[src/rtl/jk_counter_ctrl_if.sv]
// Command handshake bundle for the JK counter controller.
interface jk_counter_ctrl_if #(
  parameter int WIDTH = 4
);
  logic             cmd_valid;
  logic             cmd_ready;
  logic [1:0]       cmd_op;
  logic [WIDTH-1:0] cmd_data;

  modport master (output cmd_valid, output cmd_op, output cmd_data, input cmd_ready);
  modport slave  (input cmd_valid, input cmd_op, input cmd_data, output cmd_ready);
endinterface

[src/rtl/jk_counter_ctrl.sv]
// JK counter controller: sequences CLEAR / LOAD / COUNT_UP / COUNT_DOWN
// commands onto a bank of JK flip-flops by computing the J/K excitation.

// One JK flip-flop, textbook behaviour, async active-low clear.
module jk_ff (
  input  logic clk,
  input  logic rstn,
  input  logic j,
  input  logic k,
  output logic q
);
  // hold / clear / set / toggle on the rising edge
  always_ff @(posedge clk or negedge rstn) begin
    if (!rstn) q <= 1'b0;
    else begin
      case ({j, k})
        2'b00:   q <= q;
        2'b01:   q <= 1'b0;
        2'b10:   q <= 1'b1;
        default: q <= ~q;
      endcase
    end
  end
endmodule

module jk_counter_ctrl #(
  parameter int WIDTH = 4
) (
  input  logic             clk,
  input  logic             rstn,
  jk_counter_ctrl_if.slave cmd,
  output logic [WIDTH-1:0] q,
  output logic [WIDTH-1:0] j_out,
  output logic [WIDTH-1:0] k_out,
  output logic             busy,
  output logic             done,
  output logic             wrap
);
  localparam logic [1:0] S_IDLE = 2'd0;
  localparam logic [1:0] S_EXEC = 2'd1;
  localparam logic [1:0] S_DONE = 2'd2;

  localparam logic [1:0] OP_CLR  = 2'b00;
  localparam logic [1:0] OP_LOAD = 2'b01;
  localparam logic [1:0] OP_UP   = 2'b10;
  localparam logic [1:0] OP_DN   = 2'b11;

  logic [1:0]       r_state;
  logic [1:0]       r_op;
  logic [WIDTH-1:0] r_data;
  logic [WIDTH-1:0] r_step;
  logic             r_wrap;

  logic             w_accept;
  logic             w_last;
  logic [WIDTH-1:0] w_tup;
  logic [WIDTH-1:0] w_tdn;
  logic [WIDTH-1:0] w_j;
  logic [WIDTH-1:0] w_k;

  assign w_accept = (r_state == S_IDLE) && cmd.cmd_valid;
  // CLEAR/LOAD finish after one EXEC edge; counts finish when the step
  // counter is about to reach zero.
  assign w_last   = r_op[1] ? (r_step == WIDTH'(1)) : 1'b1;

  // ripple toggle masks: bit i toggles when all lower bits are 1 (up) / 0 (down)
  always_comb begin
    w_tup    = '0;
    w_tdn    = '0;
    w_tup[0] = 1'b1;
    w_tdn[0] = 1'b1;
    for (int i = 1; i < WIDTH; i++) begin
      w_tup[i] = w_tup[i-1] & q[i-1];
      w_tdn[i] = w_tdn[i-1] & ~q[i-1];
    end
  end

  // J/K excitation: only driven in EXEC, bank holds otherwise
  always_comb begin
    w_j = '0;
    w_k = '0;
    if (r_state == S_EXEC) begin
      case (r_op)
        OP_CLR:  begin w_j = '0;     w_k = '1;      end
        OP_LOAD: begin w_j = r_data; w_k = ~r_data; end
        OP_UP:   begin w_j = w_tup;  w_k = w_tup;   end
        default: begin w_j = w_tdn;  w_k = w_tdn;   end
      endcase
    end
  end

  // command FSM, step counter and sticky wrap flag
  always_ff @(posedge clk or negedge rstn) begin
    if (!rstn) begin
      r_state <= S_IDLE;
      r_op    <= '0;
      r_data  <= '0;
      r_step  <= '0;
      r_wrap  <= 1'b0;
    end else begin
      case (r_state)
        S_IDLE: begin
          if (w_accept) begin
            r_op    <= cmd.cmd_op;
            r_data  <= cmd.cmd_data;
            r_step  <= cmd.cmd_data;
            r_wrap  <= 1'b0;
            // a zero-step count has nothing to execute
            r_state <= (cmd.cmd_op[1] && (cmd.cmd_data == '0)) ? S_DONE : S_EXEC;
          end
        end
        S_EXEC: begin
          if (r_op[1]) r_step <= r_step - WIDTH'(1);
          if ((r_op == OP_UP && (&q)) || (r_op == OP_DN && ~(|q))) r_wrap <= 1'b1;
          if (w_last) r_state <= S_DONE;
        end
        S_DONE:  r_state <= S_IDLE;
        default: r_state <= S_IDLE;
      endcase
    end
  end

  genvar gi;
  generate
    for (gi = 0; gi < WIDTH; gi++) begin : g_lane
      jk_ff u_ff (
        .clk  (clk),
        .rstn (rstn),
        .j    (w_j[gi]),
        .k    (w_k[gi]),
        .q    (q[gi])
      );
    end
  endgenerate

  assign j_out         = w_j;
  assign k_out         = w_k;
  assign busy          = (r_state == S_EXEC);
  assign done          = (r_state == S_DONE);
  assign cmd.cmd_ready = (r_state == S_IDLE);
  assign wrap          = r_wrap;
endmodule

[src/flat_wrapper.sv]
// flat-port wrapper written by rule: the top's interface ports become plain ports
module jk_counter_ctrl_flat 
#(
  parameter int WIDTH = 4
)
  (clk, rstn, q, j_out, k_out, busy, done, wrap, cmd_cmd_valid, cmd_cmd_op, cmd_cmd_data, cmd_cmd_ready);
  jk_counter_ctrl_if #(.WIDTH(WIDTH)) cmd_i ();
  input  logic clk;
  input  logic rstn;
  output logic [WIDTH-1:0] q;
  output logic [WIDTH-1:0] j_out;
  output logic [WIDTH-1:0] k_out;
  output logic busy;
  output logic done;
  output logic wrap;
  input wire logic [$bits(cmd_i.cmd_valid)-1:0] cmd_cmd_valid;
  input wire logic [$bits(cmd_i.cmd_op)-1:0] cmd_cmd_op;
  input wire logic [$bits(cmd_i.cmd_data)-1:0] cmd_cmd_data;
  output wire logic [$bits(cmd_i.cmd_ready)-1:0] cmd_cmd_ready;
  assign cmd_i.cmd_valid = cmd_cmd_valid;
  assign cmd_i.cmd_op = cmd_cmd_op;
  assign cmd_i.cmd_data = cmd_cmd_data;
  assign cmd_cmd_ready = cmd_i.cmd_ready;
  jk_counter_ctrl #(.WIDTH(WIDTH)) u_core (.clk(clk), .rstn(rstn), .cmd(cmd_i), .q(q), .j_out(j_out), .k_out(k_out), .busy(busy), .done(done), .wrap(wrap));
endmodule
[config.mk]
export PLATFORM = sky130hd
export DESIGN_NAME = jk_counter_ctrl_flat
export DESIGN_NICKNAME = d
export VERILOG_FILES = /design/src/rtl/jk_counter_ctrl_if.sv /design/src/rtl/jk_counter_ctrl.sv /design/src/flat_wrapper.sv
export SDC_FILE = /design/constraint.sdc
export NUM_CORES = 1
export LEC_CHECK = 0
export BUFFER_PORTS_ARGS = -buffer_cell sky130_fd_sc_hd__buf_2
export CAP_MARGIN = 10
export CELL_PAD_IN_SITES_DETAIL_PLACEMENT = 0
export CELL_PAD_IN_SITES_GLOBAL_PLACEMENT = 1
export CORE_MARGIN = 1.5
export CORE_UTILIZATION = 35
export DETAILED_ROUTE_END_ITERATION = 8
export GPL_TIMING_DRIVEN = 0
export PLACE_DENSITY = 0.73
export SETUP_SLACK_MARGIN = 0.5
export SLEW_MARGIN = 20
export SYNTH_ARGS = -nofsm -noshare
export SYNTH_HDL_FRONTEND = slang
export SYNTH_SLANG_ARGS = --single-unit
[constraint.sdc]
create_clock -name clk -period 3.54 [get_ports clk]
set_input_delay 1.062 -clock clk [delete_from_list [all_inputs] [get_ports clk]]
set_output_delay 1.062 -clock clk [all_outputs]
set_load 0.01 [all_outputs]
==> results.md, run 1 <==
- Synth Register Bits: 17
- Critical Path AT: 1790 ps
- Boundary pin count: 25
- Post-DP HPWL: 2230 µm
- Htree depth: 1
- Fill cell count: roughly 390
- Routed len/inst: approximately 13 µm
- CTS max path bufs: 2
- GPL Wtd Cong: 0.766
- Residual DRC count: 0
- Yosys top cell by area: dfrtp_1
- Max Slew Vio Count: 0
- Fin util: 42.2%
- Tightest Pin Transition: just under 600 ps
- Resize count post-CTS: 0
- Most frequent cell after synthesis: dfrtp_1
- Post-Syn Area: roughly 1300 µm²
- Placed Cells: 221
- Via count: 1,136
- EDFF count, synth: 0
- Met1 WL: about 1400 µm
- Pin count of the biggest net entering global routing: 18
- Net Count, Synth: roughly 170
- Post-CTS Setup Bufs: 0
- Main flop type after synthesis: dfrtp_1
- DIE AREA: 4110 µm²
- Critical Path Sink: j_out[3]
- Final WL: between 2000 and 3000 µm
- Die Wd: roughly 64 µm
- First-pass GRT wire length: about 4800 µm
- Final hold vios: 0
- Fmax: around 350 MHz
- Core area: 3630 µm²
- R2R depth: 7
- Unique masters post-synth: 35
- CTS tree: done
- Final Non-Filler Cells: approximately 230
- CP max FO: 10
- Post-synthesis sequential area ratio: 32.5%
- Area grow syn2layout: 17.2%
- Antenna diodes: 0
- All-Layer GR Usage: 14.7%
- Num CTS Buffers: 3
- Worst Setup Start Kind: flop
- Placement Setup Slack: slightly below 1000 ps
- Avg Cell Area, Syn: 8.78 µm²
- Pwr Density: 963 nW/µm²
- R2r startpoint: u_core.r_state[1]
- GRT overflow: 0
- Share of cells above drive strength 1: 27.1%
- Antenna violations before repair: 0
- Tmin final: 2860 ps
- Die Y: around 64 µm
- RR Endpoint: u_core.g_lane[1].u_ff.q
- Vias in the first global route: 996
- WL met3: 92 µm
- Fin Setup TNS: 0 ps
- CTS root buffer: clkbuf_8
- Clk sink count: 17
- R2r setup slk: 1480 ps
- Setup ws final: 683 ps
- Worst Skew: 4.91 ps
- Slew headroom: between 60% and 70%
- DRT antenna net count: 0
- Clk Latency, worst-skew pair: 250 ps
- Post-synth top area share: 32.5%
- P_leak: 0.000714 µW
- Starting density of the core: between 30% and 40%
- Max Used Layer: met4
- VDD IR max: 0.000339 V
- Critical Path Source: u_core.r_state[1]
- Final setup viols: 0
- Commonest cells in the netlist: dfrtp_1 (17), buf_4 (13), o21ai_0 (11), nor2_1 (10)
- RSZ-0062 raised after global routing: false
- Vias per inst: 5.05
- Final period util: 80.7%
- DRT Pass-1 Iters: 4
- DR iter-0 viols: 54
- Fin nets: ~200
- IO buf count: 24
- Synth top area cells: dfrtp_1 (33%), ha_1 (8.6%), buf_4 (7.5%)
- Status: complete, no violations
- YS warnings: 0
- Max-Cap Viols: 0
- Clock Pin Slew Worst Setup and Hold Paths: roughly 60 ps
- CP Data Required Time: 2480 ps
- Hold-fix buffers, CTS: 0
- Critical path class: flop to output port
- Synth async-reset ratio: between 90% and 100%
- HP Class: flop to flop
- Met2 WL: 1350 µm
- Synth Instances: about 150
- Crit path capture type: output port
- Rows: 22
-- critical path: stages (launching register included) --
cell      delay (ps)
dfrtp_1          400
nand2b_1         260
inv_1            240
buf_2            250
o21a_1           170
buf_4            110
buf_2            110
-- stage by stage --
step / hold WS (ps) / power (µW) / area, µm²
after floorplan: 473 / 1090 / 1310
after global placement: 487 / 1310 / 1490
after detailed placement: 497 / 1340 / 1490
after CTS: 512 / 1490 / 1530
after global routing: 525 / 1620 / 1530
final: 510 / 1480 / 1530
-- layout by cell type (no fill, tap or decap) --
master,count
dfrtp_1,17
o31a_1,2
a21oi_1,6
mux2_2,3
o22ai_1,2
clkbuf_1,3
nor3b_2,1
nor3_1,3
nor2_1,10
a211oi_1,7
nor4_1,2
ha_1,9
o211ai_1,1
o21bai_1,2
inv_1,9
o21a_1,4
nand3_1,3
nor4b_1,1
a211o_1,1
and2_1,1
clkbuf_8,3
and3_1,1
buf_2,28
o21ai_0,11
o31ai_1,2
a2bb2oi_1,3
or3b_1,1
buf_4,13
nand2b_1,3
a21o_1,1
nor2b_1,8
mux2i_1,3
nand2_1,5
nand3b_1,2
nor3b_1,5
or3_1,1
-- worst min-delay path by stage --
stage                           startpoint               end  slack (ps)  depth (start not counted)
final                     u_core.r_data[3]  u_core.r_data[3]         510                          1
after global routing      u_core.r_data[3]  u_core.r_data[3]         520                          1
after CTS                 u_core.r_data[3]  u_core.r_data[3]         510                          1
after detailed placement  u_core.r_data[3]  u_core.r_data[3]         500                          1
after global placement    u_core.r_data[3]  u_core.r_data[3]         490                          1
after floorplan           u_core.r_data[3]  u_core.r_data[3]         470                          1
-- sequential cells by signal, indices dropped and copies added (netlist names) --
name / cells
u_core.r_data: 4
u_core.r_op: 2
u_core.wrap: 1
u_core.r_step: 4
u_core.g_lane.u_ff.q: 4
u_core.r_state: 2
-- cells by family after synthesis --
kind of cell             after synthesis  share of synthesized area [%]
multiplexers                           6                           4.88
flip-flops                            17                           32.5
AND/OR/NAND/NOR                       47                           20.6
adder cells (fa/ha/maj)                9                           8.61
buffers and inverters                 28                           12.2
AO/OA/AOI/OAI                         42                           21.2
-- report_power, final --
| group | switching [µW] | internal [µW] | leakage [µW] |
|---|---|---|---|
| clock network | 65.2 | 79.8 | 0.0000228 |
| logic | 503 | 451 | 0.000487 |
| registers | 84.1 | 292 | 0.000204 |
| total | 653 | 823 | 0.000714 |
-- routing by layer --
layer,track usage [%],up-vias
li1,-,576
met1,19.6,534
met2,24.9,22
met3,2.11,4
met4,3.99,0
met5,0,-
-- area by class of cell --
| class | instances | area (µm²) | share of cell area [%] |
|---|---|---|---|
| Multi-Input combinational cell | 104 | 723 | 47.2 |
| Clock buffer | 4 | 45.0 | 2.94 |
| Sequential cell | 17 | 425 | 27.8 |
| Tap cell | 48 | 60.1 | 3.92 |
| Inverter | 9 | 33.8 | 2.20 |
| Timing Repair Buffer | 24 | 120 | 7.84 |
| Buffer | 19 | 125 | 8.16 |
Power figures use the tool's default switching activity.
==> run 2: changes to the inputs <==
--- a/config.mk
+++ b/config.mk
@@ -13,7 +13,7 @@
 export CORE_UTILIZATION = 35
 export DETAILED_ROUTE_END_ITERATION = 8
 export GPL_TIMING_DRIVEN = 0
-export PLACE_DENSITY = 0.73
+export PLACE_DENSITY = 0.76
 export SETUP_SLACK_MARGIN = 0.5
 export SLEW_MARGIN = 20
 export SYNTH_ARGS = -nofsm -noshare
==> constraint.sdc (replaced) <==
create_clock -name clk -period 2.4 [get_ports clk]
set_input_delay 0.72 -clock clk [delete_from_list [all_inputs] [get_ports clk]]
set_output_delay 0.72 -clock clk [all_outputs]
set_load 0.01 [all_outputs]
==> run 2 against run 1 <==
  * Count of clock-buffer cells in the layout stayed put
  * Sequential share of layout area is 6.7 points lower
  * Cell count up 13%
  * Largest cell class unchanged
==> results.md, run 2 (same netlist as run 1, synthesis figures left out) <==
- P_leak: around 0.00092 µW
- GR Util met1: 19.7%
- Critical Path AT: 1660 ps
- Share of cells above drive strength 1: 51.7%
- Critical path class: flop to output port
- Pwr Density: about 1500 nW/µm²
- HP Class: input port to async pin
- Vias per inst: 4.92
- DIE AREA: 4110 µm²
- DRT antenna net count: 0
- RR Endpoint: u_core.g_lane[2].u_ff.q
- CTS tree: done
- Tightest Pin Transition: around 590 ps
- Final hold vios: 0
- Crit-path cells: buf_6 > or3b_4 > a21oi_2 > o21a_1 > buf_4 > buf_6
- Routed len/inst: 13.5 µm
- Commonest non-fill, non-tap cell in the layout: buf_4
- DR iter-0 viols: 23
- Area grow syn2layout: 55.3%
- R2r setup slk: 440 ps
- Slew headroom: 60.5%
- Boundary pin count: 25
- Fill cell count: 351
- Fmax: 420 MHz
- Clk sink count: 17
- Clock Pin Slew Worst Setup and Hold Paths: approximately 60 ps
- Tmin final: 2380 ps
- Most frequent cells in the layout: buf_4 (36), buf_6 (18), buf_2 (16), dfrtp_1 (15), o21ai_0 (9)
- Die Wd: 64.1 µm
- Post-DP HPWL: 2190 µm
- Antenna violations before repair: 0
- Crit path capture type: output port
- Fin util: 55.9%
- Net Sw Power: about 1200 µW
- Num CTS Buffers: 3
- Residual DRC count: 0
- GRT overflow: 0
- Pint: between 1500 and 2000 µW
- Vias in the first global route: 1,151
- Final setup viols: 0
- Clk Latency, worst-skew pair: 250 ps
- Placement Setup Slack: 151 ps
- Fin nets: around 230
- GPL Wtd Cong: 0.773
- Flop pwr share: between 10% and 20%
- Final period util: 99.3%
- Worst Setup Start Kind: flop
- CP max-delay cell: dfrtp_1
- Largest regs: u_core.g_lane.u_ff.q: 4 flops, u_core.r_data: 4 flops, u_core.r_step: 4 flops
- Max Slew Vio Count: 0
- Critical path's largest stage delay: 390 ps
- Via count: ~1,300
- RSZ-0062 raised after global routing: true
- Pin count of the biggest net entering global routing: 18
- Met3 usage: 1.23%
- R2r startpoint: u_core.g_lane[0].u_ff.q
- DRT Pass-1 Iters: 4
- GRT met2 Usage: 30.9%
- Setup ws final: 16.2 ps
- GR peak layer: met2
- Antenna diodes: 0
- Max-Cap Viols: 0
- VDD IR max: 0.000521 V
- Die Y: 64.1 µm
- Worst Skew: 1.03 ps
- Clock Power Share: under 10%
- Final WL: 3430 µm
- Switching Share: ~41%
- R2R depth: 8
- Critical Path Most Common Cell: buf_6
- Starting density of the core: 36.0%
- All-Layer GR Usage: 16.4%
- IO buf count: 24
- Final Power: 3060 µW
- CP max FO: 7
- First-pass GRT wire length: roughly 5300 µm
- WHS: 394 ps
- Rows: 22
- Core area: about 3600 µm²
- Htree depth: 1
- CP Data Required Time: 1680 ps
- CTS root buffer: clkbuf_8
- Comb pwr share: 74.1%
- Status: complete, no violations
- CTS max path bufs: 2
[run 2: cell types whose count changed in the layout (fill, tap and decap cells not counted), moves of 3 or more]
cell,previous run,this run
buf_4,13,36
inv_1,9,6
buf_6,0,18
a21oi_2,0,4
a211oi_1,7,4
buf_2,28,16
a21oi_1,6,2
[run 2: worst max path at each step]
stage,from,endpoint,depth (start not counted)
after floorplan,u_core.g_lane[0].u_ff.q,j_out[2],5
final,u_core.g_lane[0].u_ff.q,j_out[2],6
after CTS,u_core.g_lane[1].u_ff.q,j_out[2],6
after global placement,u_core.r_state[1],j_out[3],6
after detailed placement,u_core.r_state[1],j_out[2],6
after global routing,u_core.g_lane[1].u_ff.q,j_out[3],7
[run 2: cell type report]
cell class,instances,area [µm²],area share [%]
multi-input cells,104,870,42.8
flip-flops and latches,17,428,21.1
repair buffers,54,418,20.6
plain buffers,19,171,8.44
well taps,48,60.1,2.96
clock buffers,4,45.0,2.22
inverters,9,38.8,1.91
[run 2: metal layers]
layer | routed length, µm | up-vias
li1 | - | 637
met2 | 1790 | 26
met4 | 9 | 0
met1 | 1560 | 589
met3 | 74 | 2
met5 | 0 | -
[run 2: critical path, delay by kind of cell, from the launching register on]
family,cells,cell delay (ps)
AO/OA/AOI/OAI,2,290
AND/OR/NAND/NOR,1,390
flip-flops,1,390
buffers and inverters,3,350
[run 2: through the flow]
step	setup TNS (ps)	instances	cell area (µm²)
floorplan	0	149	1320
global placement	0	221	1500
CTS	-18.8	242	1830
finish	0	255	2030
detailed placement	0	221	1500
global route	-157	255	2030
[run 2: what timing repair did]
action / 4_1_cts / 5_1_grt
endpoints found under the setup margin: 12 / 14
hold buffers: 0 / 0
gates resized for setup: 46 / 21
buffers inserted: 17 / 13
pin swaps: 14 / 12
[run 2: power groups by stage]
stage	combinational, µW	clock (µW)	sequential, µW
after CTS	1890	221	568
after global routing	2460	232	604
final	2260	213	579
after global placement	1390	0	553
after detailed placement	1430	0	556
after floorplan	1100	0	526
